File: src/rtl/alu_acc_seq_if.sv
// Operand/opcode issue channel between the control unit and the accumulator ALU.
// An op transfers on a rising clk edge where op_valid && op_ready; the source holds op_code/operand until then.
interface alu_acc_seq_if #(
  parameter int W = 16
);
  logic         op_valid;
  logic         op_ready;
  logic [3:0]   op_code;
  logic [W-1:0] operand;
  logic [W-1:0] acc_out;
  logic [W-1:0] mq_out;
  logic [3:0]   flags;
  logic         done;

  modport master (
    output op_valid, op_code, operand,
    input  op_ready, acc_out, mq_out, flags, done
  );

  modport slave (
    input  op_valid, op_code, operand,
    output op_ready, acc_out, mq_out, flags, done
  );
endinterface

File: src/rtl/alu_acc_seq.sv
// Accumulator ALU: single-cycle ADD/SUB/logic/shift/LOAD/CLR plus sequential
// shift-add MUL and restoring DIV producing {MQ,ACC}; flags are {Z,N,C,V}.
module alu_acc_seq #(
  parameter int W = 16
) (
  input  logic         clk,
  input  logic         rst_n,
  alu_acc_seq_if.slave io,
  output logic [1:0]   state_o
);
  localparam int CW = $clog2(W);

  localparam logic [3:0] OP_CLR  = 4'd1;
  localparam logic [3:0] OP_ADD  = 4'd2;
  localparam logic [3:0] OP_SUB  = 4'd3;
  localparam logic [3:0] OP_MUL  = 4'd4;
  localparam logic [3:0] OP_DIV  = 4'd5;
  localparam logic [3:0] OP_SHR  = 4'd6;
  localparam logic [3:0] OP_SHL  = 4'd7;
  localparam logic [3:0] OP_AND  = 4'd8;
  localparam logic [3:0] OP_OR   = 4'd9;
  localparam logic [3:0] OP_NOT  = 4'd10;
  localparam logic [3:0] OP_LOAD = 4'd11;

  typedef enum logic [1:0] {
    ST_IDLE = 2'd0,
    ST_MUL  = 2'd1,
    ST_DIV  = 2'd2
  } state_e;

  state_e        state_q;
  logic [CW-1:0] cnt_q;
  logic [W-1:0]  acc_q, mq_q, opnd_q, hi_q, lo_q;
  logic [3:0]    flags_q;
  logic          done_q;

  // Working pair hi_q:lo_q keeps ACC/MQ stable until a multi-cycle op finishes.
  logic          accept;
  logic [W:0]    add_x;
  logic [W-1:0]  sub_x;
  logic [W-1:0]  sc_res, sc_mq;
  logic          sc_c, sc_v, sc_wr;
  logic [W:0]    mul_sum;
  logic [W-1:0]  mul_hi_d, mul_lo_d;
  logic [W:0]    div_sh;
  logic          div_ge;
  logic [W-1:0]  div_diff, div_hi_d, div_lo_d;
  logic          last_iter;

  assign accept    = io.op_valid && (state_q == ST_IDLE);
  assign last_iter = (cnt_q == CW'(W - 1));
  assign add_x     = {1'b0, acc_q} + {1'b0, io.operand};
  assign sub_x     = acc_q - io.operand;

  always_comb begin
    sc_res = acc_q;
    sc_mq  = mq_q;
    sc_c   = 1'b0;
    sc_v   = 1'b0;
    sc_wr  = 1'b1;
    case (io.op_code)
      OP_CLR:  begin sc_res = '0; sc_mq = '0; end
      OP_ADD:  begin
        sc_res = add_x[W-1:0];
        sc_c   = add_x[W];
        sc_v   = (acc_q[W-1] == io.operand[W-1]) && (add_x[W-1] != acc_q[W-1]);
      end
      OP_SUB:  begin
        sc_res = sub_x;
        sc_c   = acc_q < io.operand;
        sc_v   = (acc_q[W-1] != io.operand[W-1]) && (sub_x[W-1] != acc_q[W-1]);
      end
      // Only reached with a zero divisor; non-zero divides go through the FSM.
      OP_DIV:  begin sc_res = '1; sc_mq = acc_q; sc_v = 1'b1; end
      OP_SHR:  begin sc_res = acc_q >> 1; sc_c = acc_q[0]; end
      OP_SHL:  begin sc_res = acc_q << 1; sc_c = acc_q[W-1]; end
      OP_AND:  sc_res = acc_q & io.operand;
      OP_OR:   sc_res = acc_q | io.operand;
      OP_NOT:  sc_res = ~acc_q;
      OP_LOAD: sc_res = io.operand;
      default: sc_wr  = 1'b0;
    endcase
  end

  // One shift-add step: multiplier bits leave lo_q from the bottom, product bits enter from the top.
  assign mul_sum  = {1'b0, hi_q} + (lo_q[0] ? {1'b0, opnd_q} : '0);
  assign mul_hi_d = mul_sum[W:1];
  assign mul_lo_d = {mul_sum[0], lo_q[W-1:1]};

  // One restoring step: partial remainder fits in W bits once the trial subtract succeeds.
  assign div_sh   = {hi_q, lo_q[W-1]};
  assign div_ge   = div_sh >= {1'b0, opnd_q};
  assign div_diff = div_sh[W-1:0] - opnd_q;
  assign div_hi_d = div_ge ? div_diff : div_sh[W-1:0];
  assign div_lo_d = {lo_q[W-2:0], div_ge};

  always_ff @(posedge clk or negedge rst_n) begin
    if (!rst_n) begin
      state_q <= ST_IDLE;
      cnt_q   <= '0;
      acc_q   <= '0;
      mq_q    <= '0;
      opnd_q  <= '0;
      hi_q    <= '0;
      lo_q    <= '0;
      flags_q <= '0;
      done_q  <= 1'b0;
    end else begin
      done_q <= 1'b0;
      case (state_q)
        ST_IDLE: begin
          if (accept) begin
            if (io.op_code == OP_MUL) begin
              state_q <= ST_MUL;
              cnt_q   <= '0;
              hi_q    <= '0;
              lo_q    <= io.operand;
              opnd_q  <= acc_q;
            end else if ((io.op_code == OP_DIV) && (io.operand != '0)) begin
              state_q <= ST_DIV;
              cnt_q   <= '0;
              hi_q    <= '0;
              lo_q    <= acc_q;
              opnd_q  <= io.operand;
            end else if (sc_wr) begin
              acc_q   <= sc_res;
              mq_q    <= sc_mq;
              flags_q <= {sc_res == '0, sc_res[W-1], sc_c, sc_v};
              done_q  <= 1'b1;
            end
          end
        end
        ST_MUL: begin
          hi_q  <= mul_hi_d;
          lo_q  <= mul_lo_d;
          cnt_q <= cnt_q + 1'b1;
          if (last_iter) begin
            state_q <= ST_IDLE;
            cnt_q   <= '0;
            acc_q   <= mul_lo_d;
            mq_q    <= mul_hi_d;
            flags_q <= {mul_lo_d == '0, mul_lo_d[W-1], mul_hi_d != '0, 1'b0};
            done_q  <= 1'b1;
          end
        end
        ST_DIV: begin
          hi_q  <= div_hi_d;
          lo_q  <= div_lo_d;
          cnt_q <= cnt_q + 1'b1;
          if (last_iter) begin
            state_q <= ST_IDLE;
            cnt_q   <= '0;
            acc_q   <= div_lo_d;
            mq_q    <= div_hi_d;
            flags_q <= {div_lo_d == '0, div_lo_d[W-1], 2'b00};
            done_q  <= 1'b1;
          end
        end
        default: state_q <= ST_IDLE;
      endcase
    end
  end

  assign io.op_ready = (state_q == ST_IDLE);
  assign io.acc_out  = acc_q;
  assign io.mq_out   = mq_q;
  assign io.flags    = flags_q;
  assign io.done     = done_q;
  assign state_o     = state_q;
endmodule

File: src/flat_wrapper.sv
// flat-port wrapper written by rule: the top's interface ports become plain ports
module alu_acc_seq_flat 
#(
  parameter int W = 16
)
  (clk, rst_n, state_o, io_op_valid, io_op_code, io_operand, io_op_ready, io_acc_out, io_mq_out, io_flags, io_done);
  alu_acc_seq_if #(.W(W)) io_i ();
  input  logic clk;
  input  logic rst_n;
  output logic [1:0] state_o;
  input wire logic [$bits(io_i.op_valid)-1:0] io_op_valid;
  input wire logic [$bits(io_i.op_code)-1:0] io_op_code;
  input wire logic [$bits(io_i.operand)-1:0] io_operand;
  output wire logic [$bits(io_i.op_ready)-1:0] io_op_ready;
  output wire logic [$bits(io_i.acc_out)-1:0] io_acc_out;
  output wire logic [$bits(io_i.mq_out)-1:0] io_mq_out;
  output wire logic [$bits(io_i.flags)-1:0] io_flags;
  output wire logic [$bits(io_i.done)-1:0] io_done;
  assign io_i.op_valid = io_op_valid;
  assign io_i.op_code = io_op_code;
  assign io_i.operand = io_operand;
  assign io_op_ready = io_i.op_ready;
  assign io_acc_out = io_i.acc_out;
  assign io_mq_out = io_i.mq_out;
  assign io_flags = io_i.flags;
  assign io_done = io_i.done;
  alu_acc_seq #(.W(W)) u_core (.clk(clk), .rst_n(rst_n), .io(io_i), .state_o(state_o));
endmodule
File: config.mk
export PLATFORM = sky130hd
export DESIGN_NAME = alu_acc_seq_flat
export DESIGN_NICKNAME = d
export VERILOG_FILES = /design/src/rtl/alu_acc_seq_if.sv /design/src/rtl/alu_acc_seq.sv /design/src/flat_wrapper.sv
export SDC_FILE = /design/constraint.sdc
export NUM_CORES = 1
export LEC_CHECK = 0
export ABC_AREA = 0
export BUFFER_PORTS_ARGS = -buffer_cell sky130_fd_sc_hd__buf_2
export CAP_MARGIN = 15
export CORE_MARGIN = 2
export CORE_UTILIZATION = 45
export DETAILED_ROUTE_END_ITERATION = 6
export GPL_ROUTABILITY_DRIVEN = 0
export GPL_TIMING_DRIVEN = 0
export PLACE_DENSITY_LB_ADDON = 0.25
export SLEW_MARGIN = 20
export SYNTH_ARGS = -nofsm -noshare
export SYNTH_HDL_FRONTEND = slang
export SYNTH_SLANG_ARGS = --single-unit
File: constraint.sdc
create_clock -name clk -period 6.4 [get_ports clk]
set_input_delay 0.32 -clock clk [delete_from_list [all_inputs] [get_ports clk]]
set_output_delay 0.32 -clock clk [all_outputs]
set_load 0.01 [all_outputs]
# ---- Word-level counts from Yosys, hierarchy flattened
# Cells that the tools add are included.
dict set report word_totals {
  ff_bits 91
  inputBits 23
  output_inout_bits 40
  elab_cells 121
}
dict set report classes {
  n_addsub 5
  order_cmp 2
  n_eq_ne 27
  mux 54
  n_bitwise 3
  reduce_logical 21
}
# cell count
set op_table {}
lappend op_table {{16-bit 2-to-1 mux} 22}
lappend op_table {{16-bit one-hot mux with 3 select lines} 4}
lappend op_table {{16-bit one-hot mux with 10 select lines} 1}
lappend op_table {{16-bit zero test} 3}
lappend op_table {{4-bit 2-to-1 mux} 10}
lappend op_table {{16-bit one-hot mux with 2 select lines} 1}
lappend op_table {{16-bit nonzero test} 2}
lappend op_table {{16-bit subtractor} 2}
lappend op_table {{4-bit == test, second input constant} 5}
lappend op_table {{16-bit by 16-bit adder with 17-bit output} 1}
lappend op_table {{16-bit by 17-bit adder with 17-bit output} 1}
lappend op_table {{17-bit by 16-bit greater-or-equal comparator with 1-bit output} 1}
lappend op_table {{16-bit bitwise AND} 1}
lappend op_table {{4-bit by 3-bit == test with 1-bit output, second input constant} 4}
lappend op_table {{16-bit less-than comparator} 1}
lappend op_table {{16-bit NOT} 1}
lappend op_table {{16-bit bitwise OR} 1}
lappend op_table {{4-bit one-hot mux with 3 select lines} 1}
lappend op_table {{3-bit AND reduction} 4}
lappend op_table {{2-bit by 1-bit inequality test with 1-bit output, second input constant} 5}
lappend op_table {{10-bit OR reduction} 1}
lappend op_table {{4-bit by 2-bit == test with 1-bit output, second input constant} 2}
lappend op_table {{2-bit 2-to-1 mux} 4}
lappend op_table {{4-bit one-hot mux with 2 select lines} 1}
lappend op_table {{20 further kinds} 33}

# ---- Longest topological paths before layout
dict set report logic_depth {
  ltp_word 9
  ltp_mapped 15
  mapped_depth_nobuf 13
}

# ---- Least setup slack after synthesis
# No wires, ideal clock.
dict set report synth_timing {
  kind {register to register}
  from {reg u_core.acc_q[1], in the netlist u_core.io.acc_out[1]}
  to {reg u_core.flags_q[3], in the netlist u_core.io.flags[3]}
  setup_ps 76
  arrival_time_ps 2945
  t_required_ps 6324
  slack_ps 3378
  stages_incl_launch_ff 12
  path_buffers 0
  period_less_slack_ps 3022
  cell_sequence {dfrtp_1 > inv_1 > ha_1 > a211oi_1 > o21ai_1 > a211oi_1 > o41a_1 > o21a_1 > mux2i_1 > a41oi_1 > or3_1 > o21ai_1}
}
dict set report synth_via {
  elab_chain_len 8
  elab_cells_between_ends 12
  cone_classes {add/sub: 2; mux: 6; bitwise: 3; reduce/logical: 1}
}
# element line_no
set synth_lines {}
lappend synth_lines {{from (decl)} alu_acc_seq.sv:33} ;# logic [W-1:0] acc_q, mq_q, opnd_q, hi_q, lo_q;
lappend synth_lines {{from (signal assigned)} alu_acc_seq.sv:126} ;# acc_q <= sc_res;
lappend synth_lines {{from (signal assigned)} alu_acc_seq.sv:140} ;# acc_q <= mul_lo_d;
lappend synth_lines {{from (signal assigned)} alu_acc_seq.sv:153} ;# acc_q <= div_lo_d;
lappend synth_lines {{16-bit subtractor (tied with other cells)} alu_acc_seq.sv:53} ;# assign sub_x = acc_q - io.operand;
lappend synth_lines {{16-bit one-hot mux with 10 select lines (*)} alu_acc_seq.sv:61} ;# case (io.op_code)
lappend synth_lines {{16-bit zero test (*)} alu_acc_seq.sv:128} ;# flags_q <= {sc_res == '0, sc_res[W-1], sc_c, sc_v};
lappend synth_lines {{4-bit 2-to-1 mux (*)} alu_acc_seq.sv:125} ;# end else if (sc_wr) begin
lappend synth_lines {{4-bit 2-to-1 mux (*)} alu_acc_seq.sv:119} ;# end else if ((io.op_code == OP_DIV) && (io.operand != '0)) begin
lappend synth_lines {{4-bit 2-to-1 mux (*)} alu_acc_seq.sv:113} ;# if (io.op_code == OP_MUL) begin
lappend synth_lines {{4-bit 2-to-1 mux (*)} alu_acc_seq.sv:112} ;# if (accept) begin
lappend synth_lines {{4-bit one-hot mux with 3 select lines (*)} alu_acc_seq.sv:110} ;# case (state_q)
lappend synth_lines {{to (signal assigned)} alu_acc_seq.sv:128}
lappend synth_lines {{to (signal assigned)} alu_acc_seq.sv:142} ;# flags_q <= {mul_lo_d == '0, mul_lo_d[W-1], mul_hi_d != '0, 1'b0};
lappend synth_lines {{to (signal assigned)} alu_acc_seq.sv:155} ;# flags_q <= {div_lo_d == '0, div_lo_d[W-1], 2'b00};
lappend synth_lines {{to (decl)} alu_acc_seq.sv:34} ;# logic [3:0] flags_q;
# Mark *: on every way between the ends. The rest lies on a longest branch, timed or not. The select of a mux whose other input is x is not followed.
# A chain may end at the register's enable or synchronous reset.

# ---- Worst setup path in the final report
dict set report layout_timing {
  from {reg u_core.lo_q[0]}
  to {reg u_core.flags_q[1], in the netlist u_core.io.flags[1]}
}
dict set report layout_via {
  elab_chain_len 5
}
# element line_no
set layout_lines {}
lappend layout_lines {{from (decl)} alu_acc_seq.sv:33}
lappend layout_lines {{from (signal assigned)} alu_acc_seq.sv:117} ;# lo_q <= io.operand;
lappend layout_lines {{from (signal assigned)} alu_acc_seq.sv:123} ;# lo_q <= acc_q;
lappend layout_lines {{from (signal assigned)} alu_acc_seq.sv:135} ;# lo_q <= mul_lo_d;
lappend layout_lines {{16-bit 2-to-1 mux} alu_acc_seq.sv:86} ;# assign mul_sum = {1'b0, hi_q} + (lo_q[0] ? {1'b0, opnd_q} : '0);
lappend layout_lines {{16-bit by 17-bit adder with 17-bit output} alu_acc_seq.sv:86}
lappend layout_lines {{16-bit nonzero test} alu_acc_seq.sv:142}
lappend layout_lines {{4-bit 2-to-1 mux} alu_acc_seq.sv:137} ;# if (last_iter) begin
lappend layout_lines {{4-bit one-hot mux with 3 select lines} alu_acc_seq.sv:110}
# No other way between the ends. The select of a mux whose other input is x is not followed.

==> results.cfg <==
[power_and_ir_drop]
internal_power_uw = 2607
power.density_mw_per_mm2 = 506.9
swShare_pct = 52.05
p_clk_share_pct = 10.7
p_comb_share_pct = 66.6
p_switching_uw = 2829
leakage_uw = 0.004551
peakVddDrop_v = 0.0002027
sequentialPowerShare_pct = 22.7

[final_layout]
final_core_util_pct = 50.86
diodes = 0
final_common_cell = nor2_1
area_growth_pct = 10.54
final_cell_mix = 139 x nor2_1, 123 x a21oi_1, 112 x nand2_1, 92 x o21ai_0, 90 x dfrtp_1
fin_cells = 1647
layout-drive-gt1-share_pct = 9.767
fill_cells = 2121
final_nets = 1479

[setup_path]
required_ns = 6.60
r2r-start = u_core.lo_q[0]
crit_start = u_core.lo_q[0]
crit_slowest_cell = o41ai_1
critPathMaxStageDelay_ns = 0.56
cp_cell_sequence = clkbuf_1 -> clkbuf_1 -> and2_1 -> ha_1 -> inv_1 -> fa_1 -> nor2b_1 -> o21a_1 -> o21a_1 -> nor3_1 -> a2bb2oi_1 -> nor4_1 -> nand4_1 -> o41ai_1 -> a32oi_1
critPathLaunchType = flip-flop
worst-setup-path-type = flip-flop to flip-flop
end_kind = flip-flop
cp.arrival_ns = 4.35
path_buf_inv = 3
worstPathMaxFanout = 10
critical-path-top-delay-family = compound AO/OA/AOI/OAI gates

[route]
drt-met1-wl_um = 15730
wl_um = 36820
routed-via-count = 10843
first_iter_violations = 1809
ant_nets = 0
wl_per_cell_um = 22.36
viasPerCell = 6.583
wl_met2_um = 15480
drt_first_pass_iters = 7
met3_wirelength_um = 4527
drc = 30
topRoutingLayerUsed = met4

[floorplan]
core_mm2 = 0.02109
die_h_um = 150.8
die_x_um = 150.8
rows = 53
start_util_pct = 46.01
die_area_mm2 = 0.02275
pin_count = 63

[synth]
synthCells = 1292
synth_area_leaders = dfrtp_1 23%, ha_1 11%, a21oi_1 6.3%, nor2_1 5.4%, o21ai_0 4.7%
synth_ff_type = dfrtp_1
ys_seq_elements = 90
synth_area_leader_cell = dfrtp_1
synth_edf_count = 0
synth.distinct_cells = 83
postSynthAreaPerCell_um2 = 7.510
async_flop_share_pct = 100.0
ys_warn_count = 0
synth_top_area_share_pct = 23.21
ys_seq_area_share_pct = 23.21
syn-num-nets = 1404
syn_area_mm2 = 0.009703

[cts]
cts_htree_levels = 3
clockBufferDepth = 2
cts_setup_buffers = 0
cts_sinks = 90
cts_hold_buf = 1
cts_tree = done
cts_made_buffers = 9
clkLatencyLatePin_ns = 0.35
root_buffer = clkbuf_16
cts_resized = 0
clk_pin_slew_worst_paths_ns = 0.07

[sta]
period_share_pct = 64.85
tns_ns = 0
slew_viol_final = 0
hold_viol_final = 0
rsz0062_at_grt = no
setup_viol_count_final = 0
tightestPinTransition_ns = 1.050
finalWorstPathRequiredPeriod_ns = 4.151
max_freq_mhz = 240.9
slew_headroom_pct = 29.47
skew_ns = 0.007325

[run_status]
status = finished with violations
failed_checks = design-rule violations

[global_routing]
grt_pass1_vias = 9862
grt-ovfl-total = 0
grt_first_pass_wirelength_um = 56320
grt_max_degree = 56
track_usage_pct = 32.23
antenna_found_initial = 0

[min_path]
hold_start = io_op_valid
min_path_type = primary input to flip-flop

[run]
cap_viol_max_count = 0

[placed_design]
hpwl_um = 28550
dp_cells = 1630
io_buffers = 62
[state kept, by name (all words and copies together) (netlist names)]
signal,flops
u_core.io.done,1
u_core.hi_q,16
u_core.opnd_q,16
u_core.state_o,2
u_core.io.mq_out,16
u_core.io.flags,4
u_core.io.acc_out,15
u_core.cnt_q,4
u_core.lo_q,16
[kinds of logic (layout without fill, tap and decap cells)]
group / Yosys count / count (layout) / share of synthesized area, %
compound gates: 459 / 459 / 30.97
xor+xnor: 29 / 29 / 2.618
fa+ha+maj: 89 / 89 / 11.79
buf+inv: 163 / 243 / 7.131
flops: 90 / 90 / 23.21
mux: 26 / 26 / 2.875
simple gates: 436 / 436 / 21.41
[metrics by stage]
step / total power (µW) / hold slack, ns / instance area (µm²) / setup slack (ns)
after global placement: 4696 / 0.4923 / 10360 / 2.263
after detailed placement: 4745 / 0.2473 / 10400 / 2.356
after CTS: 5343 / 0.3424 / 10730 / 2.313
after floorplan: 3708 / 0.02441 / 9703 / 3.378
final: 5436 / 0.3407 / 10730 / 2.249
after global routing: 5818 / 0.3590 / 10730 / 2.046
[area by class of cell]
type                            count  area [µm²]  area share (%)
Buffer                             81       384.1           3.581
Inverter                           82       307.8           2.870
Clock buffer                       10       229.0           2.135
Timing Repair Buffer               64       354.1           3.301
Sequential cell                    90        2252           21.00
Clock inverter                      6       90.09          0.8399
Multi-Input combinational cell   1039        6764           63.07
Tap cell                          275       344.1           3.208
[worst register-to-register path, stage by stage, from the launching register on]
cell	delay, ns
dfrtp_1	0.32
clkbuf_1	0.38
clkbuf_1	0.42
and2_1	0.19
ha_1	0.16
inv_1	0.06
fa_1	0.40
nor2b_1	0.13
o21a_1	0.15
o21a_1	0.25
nor3_1	0.07
a2bb2oi_1	0.16
nor4_1	0.40
nand4_1	0.16
o41ai_1	0.56
a32oi_1	0.20
[cells in the mapped netlist, types with 16 or more instances]
| cell type | number |
|---|---|
| o21a_1 | 19 |
| and2_1 | 22 |
| a31oi_1 | 30 |
| nand2_1 | 112 |
| clkbuf_1 | 51 |
| o21ai_0 | 92 |
| nand3_1 | 16 |
| nor4_1 | 16 |
| nor3_1 | 42 |
| dfrtp_1 | 90 |
| mux2i_1 | 20 |
| a22oi_1 | 17 |
| inv_1 | 78 |
| nor2_1 | 139 |
| ha_1 | 85 |
| a21oi_1 | 123 |
| nor2b_1 | 20 |
[power by group through the flow]
stage / Clock [µW] / Sequential, µW / Combinational, µW
floorplan: 0 / 1130 / 2580
detailed placement: 0 / 1230 / 3520
finish: 582 / 1230 / 3620
global placement: 0 / 1220 / 3480
CTS: 581 / 1220 / 3550
global route: 602 / 1260 / 3960
[worst paths after layout]
kind | depth (start not counted) | endpoint | slack (ns)
min in group asynchronous | 2 | u_core.state_o[0] | 0.44
min reg2reg | 1 | u_core.io.flags[0] | 0.51
min | 3 | u_core.io.done | 0.34
max reg2reg | 15 | u_core.io.flags[1] | 2.25
max in group asynchronous | 3 | u_core.io.mq_out[11] | 5.37
max | 15 | u_core.io.flags[1] | 2.25
[layer usage]
layer  GRT usage [%]  up-vias
met2           47.09      695
met5               0        -
li1                -     4898
met1           47.42     5153
met4           9.019        0
met3           7.500       97
Note: power is estimated with default switching activity, not from simulation.
